### src/rtl/walk_gen_pkg.sv
// Shared types and helpers for the walking-one stimulus generator.
// Optional build macro: WALK_GEN_ROTATE_EN (rotate instead of shift-with-truncation).
package walk_gen_pkg;

  typedef enum logic [2:0] {
    IDLE,
    LEAD,
    WALK,
    TAIL,
    DONE
  } walk_state_e;

  // Widest bus step_pattern() can describe; callers size-cast the result.
  localparam int unsigned MAX_WIDTH = 64;

  // Pattern for walk step i on a bus of the given width.
  // Shift build: bit i is set, so step i == width falls off the bus (all zeros).
  // Rotate build: bit (i mod width) is set, so step width wraps to bit 0.
  function automatic logic [MAX_WIDTH-1:0] step_pattern(input int unsigned i,
                                                        input int unsigned width);
    logic [MAX_WIDTH-1:0] v;
    int unsigned          pos;
`ifdef WALK_GEN_ROTATE_EN
    pos = i % width;
`else
    pos = i;
`endif
    v = '0;
    for (int unsigned b = 0; b < MAX_WIDTH; b++) begin
      v[b] = (b == pos) && (b < width);
    end
    return v;
  endfunction

endpackage

### src/rtl/walk_hold_ctr.sv
// Loadable down-counter used to time the lead-in, per-step hold and tail periods.
// zero_o is high when the count has reached 0; dec_i saturates at 0.
module walk_hold_ctr #(
  parameter int unsigned CW = 2
) (
  input  logic          clk,
  input  logic          rst_i,
  input  logic          load_i,
  input  logic [CW-1:0] load_val_i,
  input  logic          dec_i,
  output logic          zero_o
);

  logic [CW-1:0] cnt_q, cnt_d;

  // Next count: load wins over decrement.
  // NOTE: every variable assigned in always_comb gets a default first, so no path leaves it unassigned and no latch is inferred.
  always_comb begin
    cnt_d = cnt_q;
    if (load_i) begin
      cnt_d = load_val_i;
    end else if (dec_i && (cnt_q != '0)) begin
      cnt_d = cnt_q - CW'(1);
    end
  end

  // Count register with synchronous reset.
  // NOTE: sequential state uses non-blocking assignments so every flop samples pre-edge values.
  always_ff @(posedge clk) begin
    if (rst_i) begin
      cnt_q <= '0;
    end else begin
      cnt_q <= cnt_d;
    end
  end

  assign zero_o = (cnt_q == '0);

endmodule

### src/rtl/walk_pattern_gen.sv
// Walking-one stimulus source for the dff -> inv pipeline D input.
// Sequence: IDLE -> LEAD (d_out=0) -> WALK (one bit per step) -> TAIL -> DONE (done pulse) -> IDLE.
// All outputs are registered. Optional build macro: WALK_GEN_ROTATE_EN.
module walk_pattern_gen
  import walk_gen_pkg::*;
#(
  parameter int unsigned WIDTH       = 8,
  parameter int unsigned LEAD_CYCLES = 2,
  parameter int unsigned HOLD_CYCLES = 1,
  parameter int unsigned TAIL_CYCLES = 4
) (
  input  logic                       clk,
  input  logic                       rst,
  input  logic                       start,
  input  logic                       abort,
  output logic [WIDTH-1:0]           d_out,
  output logic                       d_valid,
  output logic [$clog2(WIDTH+1)-1:0] step_idx,
  output logic                       busy,
  output logic                       done
);

  localparam int unsigned SW    = $clog2(WIDTH + 1);
  localparam int unsigned MAX_A = (LEAD_CYCLES > HOLD_CYCLES) ? LEAD_CYCLES : HOLD_CYCLES;
  localparam int unsigned MAX_P = (MAX_A > TAIL_CYCLES) ? MAX_A : TAIL_CYCLES;
  localparam int unsigned CW    = $clog2(MAX_P + 1);

  // A period of N cycles is timed by loading N-1 and leaving when the counter reads zero.
  localparam logic [CW-1:0] LEAD_LOAD = CW'(LEAD_CYCLES - 1);
  localparam logic [CW-1:0] HOLD_LOAD = CW'(HOLD_CYCLES - 1);
  localparam logic [CW-1:0] TAIL_LOAD = CW'(TAIL_CYCLES - 1);
  localparam logic [SW-1:0] LAST_STEP = SW'(WIDTH);

  walk_state_e   state_q, state_d;
  logic [SW-1:0] step_q, step_d;

  logic          ctr_load, ctr_dec, ctr_zero;
  logic [CW-1:0] ctr_val;

  logic [WIDTH-1:0] d_out_d;
  logic             d_valid_d, busy_d, done_d;
  logic [SW-1:0]    step_idx_d;

  walk_hold_ctr #(.CW(CW)) u_hold_ctr (
    .clk       (clk),
    .rst_i     (rst),
    .load_i    (ctr_load),
    .load_val_i(ctr_val),
    .dec_i     (ctr_dec),
    .zero_o    (ctr_zero)
  );

  // Next state, step counter and period-counter control; outputs decoded from the next state.
  always_comb begin
    state_d  = state_q;
    step_d   = step_q;
    ctr_load = 1'b0;
    ctr_dec  = 1'b0;
    ctr_val  = '0;

    case (state_q)
      IDLE: begin
        if (start) begin
          state_d  = LEAD;
          ctr_load = 1'b1;
          ctr_val  = LEAD_LOAD;
        end
      end
      LEAD: begin
        if (abort) begin
          state_d = IDLE;
        end else if (ctr_zero) begin
          state_d  = WALK;
          step_d   = SW'(1);
          ctr_load = 1'b1;
          ctr_val  = HOLD_LOAD;
        end else begin
          ctr_dec = 1'b1;
        end
      end
      WALK: begin
        if (abort) begin
          state_d = IDLE;
        end else if (ctr_zero) begin
          ctr_load = 1'b1;
          if (step_q == LAST_STEP) begin
            state_d = TAIL;
            ctr_val = TAIL_LOAD;
          end else begin
            step_d  = step_q + SW'(1);
            ctr_val = HOLD_LOAD;
          end
        end else begin
          ctr_dec = 1'b1;
        end
      end
      TAIL: begin
        if (abort) begin
          state_d = IDLE;
        end else if (ctr_zero) begin
          state_d = DONE;
        end else begin
          ctr_dec = 1'b1;
        end
      end
      DONE: begin
        // start and abort are both ignored here; always return to IDLE.
        state_d = IDLE;
      end
      default: begin
        state_d = IDLE;
      end
    endcase

    d_out_d    = '0;
    d_valid_d  = 1'b0;
    step_idx_d = '0;
    busy_d     = (state_d == LEAD) || (state_d == WALK) || (state_d == TAIL);
    done_d     = (state_d == DONE);
    if (state_d == WALK) begin
      d_out_d    = WIDTH'(step_pattern(32'(step_d), WIDTH));
      d_valid_d  = 1'b1;
      step_idx_d = step_d;
    end else if (state_d == TAIL) begin
      // Tail holds the value of the final step.
      d_out_d = WIDTH'(step_pattern(WIDTH, WIDTH));
    end
  end

  // State and registered outputs; reset also clears a pending done pulse.
  always_ff @(posedge clk) begin
    if (rst) begin
      state_q  <= IDLE;
      step_q   <= '0;
      d_out    <= '0;
      d_valid  <= 1'b0;
      step_idx <= '0;
      busy     <= 1'b0;
      done     <= 1'b0;
    end else begin
      state_q  <= state_d;
      step_q   <= step_d;
      d_out    <= d_out_d;
      d_valid  <= d_valid_d;
      step_idx <= step_idx_d;
      busy     <= busy_d;
      done     <= done_d;
    end
  end

endmodule

### config.mk
export PLATFORM = sky130hd
export DESIGN_NAME = walk_pattern_gen
export DESIGN_NICKNAME = d
export VERILOG_FILES = /design/src/rtl/walk_gen_pkg.sv /design/src/rtl/walk_hold_ctr.sv /design/src/rtl/walk_pattern_gen.sv
export SDC_FILE = /design/constraint.sdc
export NUM_CORES = 1
export LEC_CHECK = 0
export CAP_MARGIN = 20
export CORE_MARGIN = 1
export CORE_UTILIZATION = 46
export CTS_BUF_LIST = sky130_fd_sc_hd__clkbuf_4 sky130_fd_sc_hd__clkbuf_8 sky130_fd_sc_hd__clkbuf_16
export DETAILED_ROUTE_END_ITERATION = 16
export GPL_TIMING_DRIVEN = 0
export PLACE_DENSITY = 0.8
export SETUP_SLACK_MARGIN = 0.5
export SLEW_MARGIN = 25
export SYNTH_ARGS = -nofsm -noshare
export SYNTH_HDL_FRONTEND = slang
export SYNTH_HIERARCHICAL = 1
export SYNTH_SLANG_ARGS = --single-unit
export TNS_END_PERCENT = 1
### constraint.sdc
create_clock -name clk -period 1.85 [get_ports clk]
set_clock_uncertainty 0.15 [all_clocks]
set_input_delay 0.2775 -clock clk [delete_from_list [all_inputs] [get_ports clk]]
set_output_delay 0.2775 -clock clk [all_outputs]
set_load 0.05 [all_outputs]
==> results.sh <==
export IMPL_synth_area_leader_cell="dfxtp_1"
export IMPL_wl_per_cell_microns=14.94
export IMPL_hold_worst_slack_ns=0.3818
export IMPL_synth_cell_types=44
export IMPL_finalCritPeriodShare_pct=106.6
export IMPL_grt_pass1_wl_microns=4491
export IMPL_grt_max_degree=16
export IMPL_drv_cap=0
export IMPL_grtUsageMet1_pct=26.44
export IMPL_clk_insertion_delay_late_ns=0.32
export IMPL_vias_per_cell=5.511
export IMPL_antennaDiodeCount=0
export IMPL_final_area_sq_um=1640
export IMPL_syn_num_nets=129
export IMPL_grt_pass1_vias=966
export IMPL_clkPwrFrac_pct=24.6
export IMPL_place_hpwl_microns=1763
export IMPL_ctsRootBufferMaster="clkbuf_4"
export IMPL_leakage_nw=0.6418
export IMPL_outcome="finished with violations"
export IMPL_die_w_microns=52.78
export IMPL_drive_above_1_share_pct=50.00
export IMPL_ys_ff_latch=25
export IMPL_gr_usage_met3_pct=3.768
export IMPL_switchingPower_uw=309.3
export IMPL_ys_seq_area_share_pct=42.19
export IMPL_drv_slew=0
export IMPL_finalHoldViolCount=0
export IMPL_period_needed_ns=1.972
export IMPL_totalWireLength_microns=2719
export IMPL_cts_hold_buf=0
export IMPL_grt_busiest_layer="met2"
export IMPL_path_cells="inv_2 -> ha_4 -> ha_4 -> nor3b_4 -> buf_6 -> buf_6 -> a21oi_4 -> nor3_4 -> nand3b_4 -> nor3_2"
export IMPL_gp_congestion=0.8329
export IMPL_synth_ff_type="dfxtp_1"
export IMPL_route_vias_total=1003
export IMPL_numCtsBuffers=3
export IMPL_antenna_found_initial=0
export IMPL_setup_ws_ns=-0.1219
export IMPL_placed_area_sq_um=1476
export IMPL_rows=18
export IMPL_synth_top_area_share_pct=42.19
export IMPL_coreArea_sq_um=2455
export IMPL_cts_tree="done"
export IMPL_endpoint_kind="flip-flop"
export IMPL_htreeDepth=1
export IMPL_crit_arrival_ns=2.05
export IMPL_first_iter_violations=11
export IMPL_grt_use_met2_pct=39.45
export IMPL_synthArstFlopShare_pct=0
export IMPL_clk_pin_slew_ns=0.15
export IMPL_vdd_drop_max_uv=434.1
export IMPL_hp_class="reg2reg"
export IMPL_slowest_delay_ns=0.36
export IMPL_ios=19
export IMPL_overflow=0
export IMPL_grt_use_total_pct=22.29
export IMPL_violations="setup timing"
export IMPL_sw_frac_of_total_pct=29.16
export IMPL_fp_dieH_microns=52.78
export IMPL_cp_max_fo=6
export IMPL_clock_tree_buffer_depth=2
export IMPL_ys_warnings_count=6
export IMPL_fmax_mhz=507.1
export IMPL_power_density_nw_per_um2=646.6
export IMPL_cp_data_required_time_ns=1.93
export IMPL_syn2layout_area_growth_pct=38.29
export IMPL_setup_viol=14
export IMPL_critPathKind="reg2reg"
export IMPL_rsz0062_at_grt="true"
export IMPL_nets=161
export IMPL_seq_power_share_pct=52.6
export IMPL_cp_slowest_cell="dfxtp_2"
export IMPL_synth_enable_flop_cells=0
export IMPL_postRouteAntennaNets=0
export IMPL_power_frac_comb_pct=22.8
export IMPL_syn_area_sq_um=1186
export IMPL_route_detailed_drc=0
export IMPL_clock_sinks=25
export IMPL_synthCells=121
export IMPL_syn_avg_cell_area_sq_um=9.803
export IMPL_critPathLaunchType="flip-flop"
export IMPL_p_int_uw=751.4
export IMPL_drt_pass1_iterations=4
export IMPL_io_buffer_count=18
export IMPL_die_area_sq_um=2786
export IMPL_ys_top_cells_by_area="dfxtp_1, nor2_1, ha_1, a2bb2oi_2, nand3b_1"
export IMPL_start_util_pct=48.32
[timing repair]
| action | CTS | global route |
|---|---|---|
| gates resized for setup | 104 | 22 |
| setup buffers | 9 | 0 |
| pin swaps | 19 | 3 |
| setup endpoints to repair | 40 | 36 |
[layer usage]
metal	vias to the layer above	part of all wire, %
li1	483	-
met1	498	45
met2	18	52
met3	4	2.2
met4	0	1.3
met5	-	0
[sequential cells by signal, indices dropped and copies added (netlist names)]
register	count
busy	1
d_out	8
d_valid	1
done	1
state_q	3
step_idx	4
step_q	4
u_hold_ctr/cnt_q	3
[cell usage after synthesis (all sizes together) (3+ instances only)]
cell type,number
nand2,7
nand3,3
inv,8
ha,4
a31oi,3
nor2,19
dfxtp,25
a21oi,4
nor2b,3
nand3b,5
nor3,6
[power groups by stage]
stage	clock (mW)	combinational (mW)	sequential [mW]
final	0.261	0.242	0.558
after global routing	0.286	0.260	0.559
after CTS	0.266	0.230	0.559
after detailed placement	0	0.176	0.573
after global placement	0	0.169	0.571
after floorplan	0	0.124	0.583
[final cells by class]
cell class,instances,area [sq um]
multi-input cells,85,777.0
clock buffers,3,22.52
plain buffers,3,30.03
inverters,8,30.03
clock inverters,1,7.507
well taps,30,37.54
repair buffers,27,225.2
fillers,186,814.5
flip-flops and latches,25,510.5
[cell usage in the layout, fill, tap and decap left out, types with 3 or more instances in the layout]
cell and count:
dfxtp_1 21, nor2_1 15, buf_4 14, clkbuf_4 9, inv_2 5, buf_6 5
nand2_1 5, nand3b_1 4, inv_1 3, nor2_2 3, nor3_2 3, clkdlybuf4s50_1 3
[worst max-delay path, delay by kind of cell (launching register included)]
family,cells,cell delay [ns]
AO/OA/AOI/OAI,1,0.05
AND/OR/NAND/NOR,4,0.70
flip-flops,1,0.36
buffers and inverters,3,0.32
adder cells (fa/ha/maj),2,0.29
[worst paths after layout]
| path | start | end | slack [ns] | cells after the start |
|---|---|---|---|---|
| setup / recovery | u_hold_ctr/cnt_q[1] | d_out[6] | -0.12 | 10 |
| hold / removal | u_hold_ctr/cnt_q[2] | u_hold_ctr/cnt_q[2] | 0.38 | 2 |
| setup reg to reg | u_hold_ctr/cnt_q[1] | d_out[6] | -0.12 | 10 |
| hold reg to reg | u_hold_ctr/cnt_q[2] | u_hold_ctr/cnt_q[2] | 0.38 | 2 |
[cells by family (layout without fill, tap and decap cells)]
group           Yosys count  in the layout  share of synthesized area (%)
simple gates             58             58                          33.02
flops                    25             25                          42.19
compound gates           19             19                          13.08
buf+inv                  11             42                          4.957
fa+ha+maj                 4              4                          4.220
xor+xnor                  3              3                          2.216
other cells               1              1                         0.3162
[metrics by stage]
| stage | power, mW | utilization, % | setup TNS (ns) | setup WS [ns] | instances |
|---|---|---|---|---|---|
| 4_1_cts | 1.055 | 64.63 | -0.4864 | -0.06730 | 182 |
| 3_5_place_dp | 0.7482 | 60.14 | -4.909 | -0.3826 | 169 |
| 5_1_grt | 1.105 | 66.82 | -2.042 | -0.2079 | 182 |
| 6_report | 1.061 | 66.82 | -0.9003 | -0.1219 | 182 |
| 2_1_floorplan | 0.7072 | - | 0 | 0.03050 | 121 |
| 3_3_place_gp | 0.7407 | 60.14 | -4.326 | -0.3617 | 169 |
No activity file was read; power rests on OpenSTA's default activity.
